<file path="src/rtl/mips_hazard_forward_unit_if.sv">
// ID-stage request and hazard/forwarding response bundle shared by the
// decode stage (master) and the hazard/forward unit (slave).
interface mips_hazard_forward_unit_if #(
  parameter int unsigned NUM_PORTS  = 2,
  parameter int unsigned REG_ADDR_W = 5,
  parameter int unsigned FWD_DEPTH  = 2
);
  localparam int unsigned SEL_W = $clog2(FWD_DEPTH + 1);

  logic                            id_valid;
  logic                            id_reg_write;
  logic                            id_is_load;
  logic [REG_ADDR_W-1:0]           id_dst;
  logic [NUM_PORTS*REG_ADDR_W-1:0] id_src;
  logic [NUM_PORTS-1:0]            id_src_used;
  logic                            flush;
  logic                            freeze;
  logic                            stall;
  logic [NUM_PORTS*SEL_W-1:0]      fwd_sel;
  logic [31:0]                     stall_count;

  modport master (
    output id_valid, id_reg_write, id_is_load, id_dst, id_src, id_src_used,
    output flush, freeze,
    input  stall, fwd_sel, stall_count
  );

  modport slave (
    input  id_valid, id_reg_write, id_is_load, id_dst, id_src, id_src_used,
    input  flush, freeze,
    output stall, fwd_sel, stall_count
  );
endinterface

</file>
<file path="src/rtl/mips_hazard_forward_unit.sv">
// Tracks in-flight register writes over FWD_DEPTH post-EX stages, produces
// registered EX operand forwarding selects and a load-use stall for ID/IF.
// LOAD_LATENCY + 1 must not exceed FWD_DEPTH.
module mips_hazard_forward_unit #(
  parameter int unsigned NUM_PORTS    = 2,
  parameter int unsigned REG_ADDR_W   = 5,
  parameter int unsigned FWD_DEPTH    = 2,
  parameter int unsigned LOAD_LATENCY = 1
) (
  input  logic                       clock,
  input  logic                       reset,
  mips_hazard_forward_unit_if.slave  bus
);
  localparam int unsigned SEL_W = $clog2(FWD_DEPTH + 1);

  logic [FWD_DEPTH-1:0]       r_valid;
  logic [FWD_DEPTH-1:0]       r_reg_write;
  logic [FWD_DEPTH-1:0]       r_is_load;
  logic [REG_ADDR_W-1:0]      r_dst [FWD_DEPTH];
  logic [NUM_PORTS*SEL_W-1:0] r_fwd_sel;
  logic [31:0]                r_stall_count;

  logic [NUM_PORTS*SEL_W-1:0] w_sel;
  logic [NUM_PORTS-1:0]       w_found;
  logic [NUM_PORTS-1:0]       w_hazard;
  logic                       w_stall;
  logic                       w_bubble;

  // Youngest matching producer wins; a load too young to forward is a hazard.
  always_comb begin
    w_sel    = '0;
    w_found  = '0;
    w_hazard = '0;
    for (int p = 0; p < int'(NUM_PORTS); p++) begin
      for (int j = 0; j < int'(FWD_DEPTH); j++) begin
        if (!w_found[p] && bus.id_src_used[p] &&
            (bus.id_src[p*REG_ADDR_W +: REG_ADDR_W] != '0) &&
            r_valid[j] && r_reg_write[j] &&
            (r_dst[j] == bus.id_src[p*REG_ADDR_W +: REG_ADDR_W])) begin
          w_found[p]                = 1'b1;
          w_sel[p*SEL_W +: SEL_W]   = SEL_W'(j + 1);
          w_hazard[p]               = r_is_load[j] && (j < int'(LOAD_LATENCY));
        end
      end
    end
  end

  assign w_stall  = bus.id_valid && !bus.flush && (|w_hazard);
  assign w_bubble = w_stall || bus.flush || !bus.id_valid;

  // Slot pipeline, registered selects and saturating stall counter.
  always_ff @(posedge clock) begin
    if (reset) begin
      r_valid       <= '0;
      r_reg_write   <= '0;
      r_is_load     <= '0;
      for (int j = 0; j < int'(FWD_DEPTH); j++) r_dst[j] <= '0;
      r_fwd_sel     <= '0;
      r_stall_count <= '0;
    end else if (!bus.freeze) begin
      for (int j = 1; j < int'(FWD_DEPTH); j++) begin
        r_valid[j]     <= r_valid[j-1];
        r_reg_write[j] <= r_reg_write[j-1];
        r_is_load[j]   <= r_is_load[j-1];
        r_dst[j]       <= r_dst[j-1];
      end
      r_valid[0]     <= !w_bubble;
      r_reg_write[0] <= !w_bubble && bus.id_reg_write;
      r_is_load[0]   <= !w_bubble && bus.id_is_load;
      r_dst[0]       <= w_bubble ? '0 : bus.id_dst;
      r_fwd_sel      <= w_bubble ? '0 : w_sel;
      if (w_stall && (r_stall_count != '1)) begin
        r_stall_count <= r_stall_count + 32'd1;
      end
    end
  end

  assign bus.stall       = w_stall;
  assign bus.fwd_sel     = r_fwd_sel;
  assign bus.stall_count = r_stall_count;

endmodule
</file>
<file path="src/flat_wrapper.sv">
// flat-port wrapper written by rule: the top's interface ports become plain ports
module mips_hazard_forward_unit_flat 
#(
  parameter int unsigned NUM_PORTS    = 2,
  parameter int unsigned REG_ADDR_W   = 5,
  parameter int unsigned FWD_DEPTH    = 2,
  parameter int unsigned LOAD_LATENCY = 1
)
  (clock, reset, bus_id_valid, bus_id_reg_write, bus_id_is_load, bus_id_dst, bus_id_src, bus_id_src_used, bus_flush, bus_freeze, bus_stall, bus_fwd_sel, bus_stall_count);
  mips_hazard_forward_unit_if #(.NUM_PORTS(NUM_PORTS), .REG_ADDR_W(REG_ADDR_W), .FWD_DEPTH(FWD_DEPTH)) bus_i ();
  input  logic clock;
  input  logic reset;
  input wire logic [$bits(bus_i.id_valid)-1:0] bus_id_valid;
  input wire logic [$bits(bus_i.id_reg_write)-1:0] bus_id_reg_write;
  input wire logic [$bits(bus_i.id_is_load)-1:0] bus_id_is_load;
  input wire logic [$bits(bus_i.id_dst)-1:0] bus_id_dst;
  input wire logic [$bits(bus_i.id_src)-1:0] bus_id_src;
  input wire logic [$bits(bus_i.id_src_used)-1:0] bus_id_src_used;
  input wire logic [$bits(bus_i.flush)-1:0] bus_flush;
  input wire logic [$bits(bus_i.freeze)-1:0] bus_freeze;
  output wire logic [$bits(bus_i.stall)-1:0] bus_stall;
  output wire logic [$bits(bus_i.fwd_sel)-1:0] bus_fwd_sel;
  output wire logic [$bits(bus_i.stall_count)-1:0] bus_stall_count;
  assign bus_i.id_valid = bus_id_valid;
  assign bus_i.id_reg_write = bus_id_reg_write;
  assign bus_i.id_is_load = bus_id_is_load;
  assign bus_i.id_dst = bus_id_dst;
  assign bus_i.id_src = bus_id_src;
  assign bus_i.id_src_used = bus_id_src_used;
  assign bus_i.flush = bus_flush;
  assign bus_i.freeze = bus_freeze;
  assign bus_stall = bus_i.stall;
  assign bus_fwd_sel = bus_i.fwd_sel;
  assign bus_stall_count = bus_i.stall_count;
  mips_hazard_forward_unit #(.NUM_PORTS(NUM_PORTS), .REG_ADDR_W(REG_ADDR_W), .FWD_DEPTH(FWD_DEPTH), .LOAD_LATENCY(LOAD_LATENCY)) u_core (.clock(clock), .reset(reset), .bus(bus_i));
endmodule
</file>
<file path="config.mk">
export PLATFORM = sky130hd
export DESIGN_NAME = mips_hazard_forward_unit_flat
export DESIGN_NICKNAME = d
export VERILOG_FILES = /design/src/rtl/mips_hazard_forward_unit_if.sv /design/src/rtl/mips_hazard_forward_unit.sv /design/src/flat_wrapper.sv
export SDC_FILE = /design/constraint.sdc
export NUM_CORES = 1
export LEC_CHECK = 0
export ABC_AREA = 1
export BUFFER_PORTS_ARGS = -buffer_cell sky130_fd_sc_hd__buf_2
export CORE_ASPECT_RATIO = 1.4
export CORE_MARGIN = 1.5
export CORE_UTILIZATION = 50
export CTS_BUF_LIST = sky130_fd_sc_hd__clkbuf_8 sky130_fd_sc_hd__clkbuf_16
export DETAILED_ROUTE_END_ITERATION = 10
export PLACE_DENSITY = 0.81
export SLEW_MARGIN = 20
export SYNTH_ARGS = -nofsm -noshare
export SYNTH_HDL_FRONTEND = slang
export SYNTH_SLANG_ARGS = --single-unit
</file>
<file path="constraint.sdc">
create_clock -name clock -period 1.75 [get_ports clock]
set_input_delay 0.2625 -clock clock [delete_from_list [all_inputs] [get_ports clock]]
set_output_delay 0.2625 -clock clock [all_outputs]
set_load 0.01 [all_outputs]
</file>
==> metrics.yaml, run 1 <==
global_route:
  antenna_found_initial: 0
  grt_max_degree: 31
  grt_pass1_wl_mm: 16.18
  grt_usage_pct: 29.68
  overflow: 0
  grt_pass1_vias: 3444
place:
  port_buffers: 60
  gp_congestion: 0.9689
  hpwl_mm: 7.324
  place_inst: 615
cells_and_area:
  final_cells: 635
  antennaDiodeCount: 0
  drive_gt1_share_pct: 31.97
  nets: 587
  areaGrowthSynthToFinish_pct: 32.14
clock_tree:
  cts-root-buf: "clkbuf_8"
  cts_tree: "yes"
  clock_latency_ns: 0.31
  numCtsBuffers: 5
  clock_path_buffers: 2
  clock-sinks: 51
  clkTransAtPathRegs_ns: 0.09
  cts_htree_levels: 2
  cts_hold_buf: 0
timing:
  fmax_mhz: 502.0
  tightest_slew_ns: 0.5248
  worst_slack_ns: -0.2418
  final-setup-viol-count: 38
  period_share_pct: 113.8
  maxSlewHeadroom_pct: 64.97
  slew_violations: 0
  hold_viol: 0
  fin_tns_setup_ns: -3.963
  grt_setup_unrepaired: "true"
  min_period_ns: 1.992
  fin_worst_skew_ns: 0.007284
pwr:
  p_sw_uw: 559.4
  pwr_density_cell_nw_per_um2: 544.0
  intPower_mw: 1.705
  p_seq_share_pct: 54.3
  p_comb_share_pct: 8.9
  power_frac_clock_pct: 36.9
  p_leak_nw: 1.805
  vdd_drop_max_mv: 0.3883
  switching_share_pct: 24.71
route:
  finalWirelength_mm: 10.25
  vias_per_cell: 5.515
  wl_per_cell_um: 16.14
  drc_errors: 0
  drtIter0Drc: 168
  ant_nets: 0
  detail_route.first_pass.iterations: 5
  via_count: 3502
worst_hold_path:
  min_path_type: "input port to register"
  whs_path_depth: 2
  min_from: "reset"
floorplan:
  fp.dieH_um: 96.91
  dieArea_um2: 6791
  die_x_um: 70.08
  rows: 34
  start_util_pct: 51.05
  coreArea_um2: 6168
  ios: 61
setup_path:
  required_ns: 1.49
  cp.arrival_ns: 1.73
  timing.rr.start: "u_core.r_dst[0][2]$_SDFFCE_PP0P_"
  critPathKind: "register to output pin"
  startpoint_type: "register"
  path_max_fanout: 3
  crit_start: "u_core.r_dst[0][2]$_SDFFCE_PP0P_"
  cp-end-kind: "output pin"
  reg2regPathDepth: 10
yosys:
  synthCells: 453
  synth_common_cells: "nand2_1, nor2_1, nand3_1"
  synth_top_flop_cell: "dfxtp_1"
  postSynthAreaPerCell_um2: 6.952
  yosysMostFrequentCell: "nand2_1"
  synth_edf_count: 10
  yosysSeqAreaShare_pct: 35.60
  ys_ff_latch: 51
  synth_top_cell_area_share_pct: 26.06
  syn_area_um2: 3149
  synth_warnings: 0
  synth_cell_types: 32
  synth_fp_nets: 478
  synth_area_leader_cell: "dfxtp_1"
  synthArstFlopShare_pct: 0
  yosys-top-cells-area: "dfxtp_1, nand2_1, edfxtp_1"
job:
  maxCapViolCount: 0
run_status:
  failed_checks: "setup timing"
  status: "complete, but fails checks"
-- kinds of logic after synthesis --
family          count (synthesis)  share of synthesized area [%]
fa+ha+maj                       1                         0.3972
xor+xnor                       35                          9.734
buf+inv                        57                          7.867
flops                          51                          35.60
compound gates                 51                          10.21
simple gates                  258                          36.19
-- power by group through the flow --
| stage | clock, mW | sequential [mW] | combinational, mW |
|---|---|---|---|
| after global placement | 0 | 1.25 | 0.166 |
| after global routing | 0.872 | 1.23 | 0.219 |
| final | 0.834 | 1.23 | 0.200 |
| after CTS | 0.839 | 1.23 | 0.178 |
| after floorplan | 0 | 1.25 | 0.0943 |
| after detailed placement | 0 | 1.26 | 0.169 |
-- per-stage QoR --
| step | instance area [um^2] | util (%) | hold slack, ns | setup WS (ns) | power, mW |
|---|---|---|---|---|---|
| after floorplan | 3154 | - | 0.3970 | 0.06100 | 1.345 |
| after global placement | 3797 | 61.56 | 0.4348 | -0.1185 | 1.420 |
| after detailed placement | 3797 | 61.56 | 0.4456 | -0.1960 | 1.424 |
| after CTS | 4008 | 64.97 | 0.1849 | -0.2130 | 2.244 |
| after global routing | 4161 | 67.46 | 0.1870 | -0.3502 | 2.322 |
| final | 4161 | 67.46 | 0.1810 | -0.2418 | 2.264 |
-- worst max-delay path, cell delays in order, from the launching register on --
cell	delay [ns]
edfxtp_1	0.50
xor2_1	0.19
nor2_1	0.14
nand3_1	0.12
nand2_1	0.10
nand3_2	0.09
buf_6	0.13
inv_2	0.05
buf_6	0.09
-- placed cells by master, fill, tap and decap left out, types with 4 or more instances in the layout --
master,count
o21ai_2,5
xnor2_1,12
nand3_1,47
xor2_1,23
buf_6,4
inv_1,36
nand2_1,117
buf_4,48
buf_2,59
o21ai_0,7
edfxtp_1,10
nor3_1,14
nand4_4,4
a21oi_1,11
inv_2,7
nand4_1,9
a21oi_2,24
nor2_2,7
clkbuf_8,5
nor2_1,48
dfxtp_1,39
-- what timing repair did --
| action | 4_1_cts | 5_1_grt |
|---|---|---|
| gates cloned | 1 | 3 |
| buffers inserted | 5 | 3 |
| gates resized for setup | 14 | 35 |
| pin swaps | 7 | 3 |
| setup endpoints to repair | 33 | 42 |
-- area by class of cell --
class                           instances  area [um^2]
Sequential cell                        51         1124
Clock buffer                            5        68.82
Clock inverter                          3        38.79
Inverter                               44        165.2
Multi-Input combinational cell        348         1954
Timing Repair Buffer                  112        720.7
Fill cell                             541         2007
Tap cell                               72        90.09
-- metal layers --
| layer | vias to the layer above | track usage [%] | share of wire [%] |
|---|---|---|---|
| li1 | 1696 | - | - |
| met1 | 1636 | 31.38 | 38 |
| met2 | 124 | 55.09 | 52 |
| met3 | 46 | 4.792 | 5.2 |
| met4 | 0 | 15.38 | 4.9 |
| met5 | - | 0 | 0 |
-- flip-flops by register name, indices dropped and copies added, names as in the netlist --
signal / cells
u_core.r_is_load: 1
u_core.bus.fwd_sel: 4
u_core.r_valid: 2
u_core.r_reg_write: 2
u_core.bus.stall_count: 32
u_core.r_dst: 10
-- final timing paths --
kind                                                  end  slack, ns
hold / removal         u_core.bus.fwd_sel[1]$_SDFFE_PP0N_       0.18
setup / recovery                                bus_stall      -0.24
setup reg to reg  u_core.bus.stall_count[20]$_SDFFE_PP0P_      -0.15
hold reg to reg        u_core.bus.fwd_sel[1]$_SDFFE_PP0N_       0.47
Note: power is estimated with default switching activity, not from simulation.
==> run 2, diff against run 1 <==
- CORE_UTILIZATION: 50 -> 41
- PLACE_DENSITY: 0.81 -> 0.67
- clock period: 1.75 -> 2.4 ns (I/O delays scaled with it)
==> metrics.yaml, run 2 (same netlist as run 1, synthesis figures left out) <==
run_status:
  status: "finished clean"
timing:
  maxSlewHeadroom_pct: 69.19  # +4.2 points
  fmax_mhz: 484.1
  hold_viol: 0  # unchanged
  worst_slack_ns: 0.3344  # +0.5762 ns
  period_share_pct: 86.07
  final-setup-viol-count: 0  # -100%
  finalHoldWorstSlack_ns: 0.2857  # +0.1047 ns
  tightest_slew_ns: 0.4613  # -0.06353 ns
  slew_violations: 0  # unchanged
  fin_worst_skew_ns: 0.01900  # +0.01171 ns
  fin_tns_setup_ns: 0  # +3.963 ns
  grt_setup_unrepaired: "false"
  min_period_ns: 2.066
job:
  maxCapViolCount: 0  # unchanged
cells_and_area:
  n_fill_cell: 783  # +45%
  final_util_pct: 49.43  # -18 points
  final_cell_area_um2: 3661  # -12%
  multi_input_area_um2: 1780  # -8.9%
  drive_gt1_share_pct: 19.38  # -13 points
  largest_reg_flops: 32  # unchanged
  nets: 540  # -8.0%
  final_cell_mix: "nand2_1, buf_2, nor2_1"
  final_cells: 613  # -3.5%
  antennaDiodeCount: 0  # unchanged
  areaGrowthSynthToFinish_pct: 16.25
  mostFrequentLayoutCell: "nand2_1"
  register_area_um2: 1121  # -0.22%
pwr:
  vdd_drop_max_mv: 0.2333  # -40%
  p_comb_share_pct: 7.2  # -1.7 points
  pwr_density_cell_nw_per_um2: 443.0  # -19%
  p_seq_share_pct: 55.3  # +1.0 points
  power_frac_clock_pct: 37.6  # +0.7 points
  p_total_mw: 1.622  # -28%
  p_sw_uw: 386.9  # -31%
  p_leak_nw: 1.541  # -15%
  switching_share_pct: 23.86  # -0.85 points
  intPower_mw: 1.235  # -28%
setup_path:
  worst_path_max_delay_cell: "edfxtp_1"
  r2r_end: "u_core.bus.stall_count[8]$_SDFFE_PP0P_"
  crit_end: "bus_stall"
  required_ns: 2.04  # +0.55 ns
  cp.depth: 10  # +2
  path_max_fanout: 3  # unchanged
  critPathKind: "register to output pin"
  crit_start: "u_core.r_dst[0][4]$_SDFFCE_PP0P_"
  critical_path.top_delay_family: "simple AND/OR/NAND/NOR gates"
  cp.arrival_ns: 1.71  # -0.02 ns
  crit_top_cell: "nand2_1"
  cp_num_buf_inv: 3  # unchanged
  cp-end-kind: "output pin"
  worstPathCellList: "inv_1 -> nand2_1 -> nand2_1 -> nand2_1 -> nor2_1 -> nand3_1 -> nand2_1 -> nand3_2 -> inv_1 -> buf_2"
  r2r_slack_ns: 0.37  # +0.52 ns
  startpoint_type: "register"
  reg2regPathDepth: 11  # +1
  timing.rr.start: "u_core.bus.stall_count[1]$_SDFFE_PP0P_"
  cp_slowest_stage_delay_ns: 0.44  # -0.06 ns
global_route:
  antenna_found_initial: 0  # unchanged
  grt_pass1_wl_mm: 14.46  # -11%
  grt_usage_pct: 22.16  # -7.5 points
  grt_max_degree: 33  # +6.5%
  grt_pass1_vias: 3038  # -12%
  overflow: 0  # unchanged
place:
  port_buffers: 60  # unchanged
  post-place-ws_ns: 0.3460  # +0.5419 ns
  placed_cell_area_um2: 3548  # -6.6%
  hpwl_mm: 6.733  # -8.1%
  place_inst: 605  # -1.6%
  gp_congestion: 0.9250  # -4.5%
clock_tree:
  cts_tree: "yes"
  cts_hold_buf: 0  # unchanged
  postCtsSetupRepairBufs: 0  # -5
  cts_resized: 0  # -14
  cts-root-buf: "clkbuf_8"
  clkTransAtPathRegs_ns: 0.09  # about the same
  cts_htree_levels: 2  # unchanged
  clock-sinks: 51  # unchanged
  clock_latency_ns: 0.32  # about the same
  numCtsBuffers: 5  # unchanged
  clock_path_buffers: 2  # unchanged
floorplan:
  rows: 37  # +8.8%
  fp.dieH_um: 106.7  # +10%
  start_util_pct: 42.52  # -8.5 points
  dieArea_um2: 8223  # +21%
  ios: 61  # unchanged
  coreArea_um2: 7407  # +20%
  die_x_um: 77.07  # +10%
worst_hold_path:
  min_path_type: "input port to register"
  min_from: "bus_id_is_load"
route:
  detail_route.first_pass.iterations: 5  # unchanged
  drc_errors: 0  # unchanged
  drtIter0Drc: 135  # -20%
  ant_nets: 0  # unchanged
  wl_per_cell_um: 14.29  # -11%
  via_count: 3163  # -9.7%
  vias_per_cell: 5.160  # -6.4%
  finalWirelength_mm: 8.762  # -15%
-- run 2: cell count changes in the layout (fill, tap and decap cells not counted), moves of 3 or more --
cell and delta:
inv_1 +5, nor2_1 +8, a21oi_2 -9, o21ai_2 -5, nand4_4 -3, nor2_2 -6, a21oi_1 +9, buf_4 -40
inv_2 -5, buf_6 -4, o21ai_0 +6
-- run 2: metal layers --
| metal | global-route usage (%) | part of all wire (%) | up-vias |
|---|---|---|---|
| li1 | - | - | 1587 |
| met1 | 25.49 | 42 | 1443 |
| met2 | 40.77 | 51 | 111 |
| met3 | 3.234 | 4.4 | 22 |
| met4 | 8.961 | 3.0 | 0 |
| met5 | 0 | 0 | - |
-- run 2: how the worst min path moves through the flow --
stage | endpoint | slack (ns) | cells after the start
after global placement | u_core.r_reg_write[1]$_SDFFE_PP0N_ | 0.44 | 2
after global routing | u_core.r_reg_write[0]$_SDFFE_PP0N_ | 0.31 | 3
after detailed placement | u_core.r_reg_write[1]$_SDFFE_PP0N_ | 0.45 | 2
after CTS | u_core.r_is_load[0]$_SDFFE_PP0N_ | 0.28 | 3
after floorplan | u_core.r_reg_write[1]$_SDFFE_PP0N_ | 0.43 | 2
final | u_core.r_is_load[0]$_SDFFE_PP0N_ | 0.29 | 3
-- run 2: final cells by class --
cell class	instances	share of cell area, %
timing repair buffer	68	9.843
inverter	44	4.511
clock inverter	3	1.196
clock buffer	5	1.880
multi-input combinational	345	48.63
tap	97	3.315
sequential	51	30.62
-- run 2: tightest hold or removal path: stages --
cell and delay (ns):
buf_2 0.08, nand3_1 0.07, nand2_1 0.05
-- run 2: power groups by stage --
stage,Combinational (mW),Clock [mW],Sequential (mW)
2_1_floorplan,0.0688,0,0.912
3_3_place_gp,0.114,0,0.915
3_5_place_dp,0.115,0,0.917
4_1_cts,0.115,0.623,0.897
5_1_grt,0.129,0.658,0.898
6_report,0.116,0.609,0.896
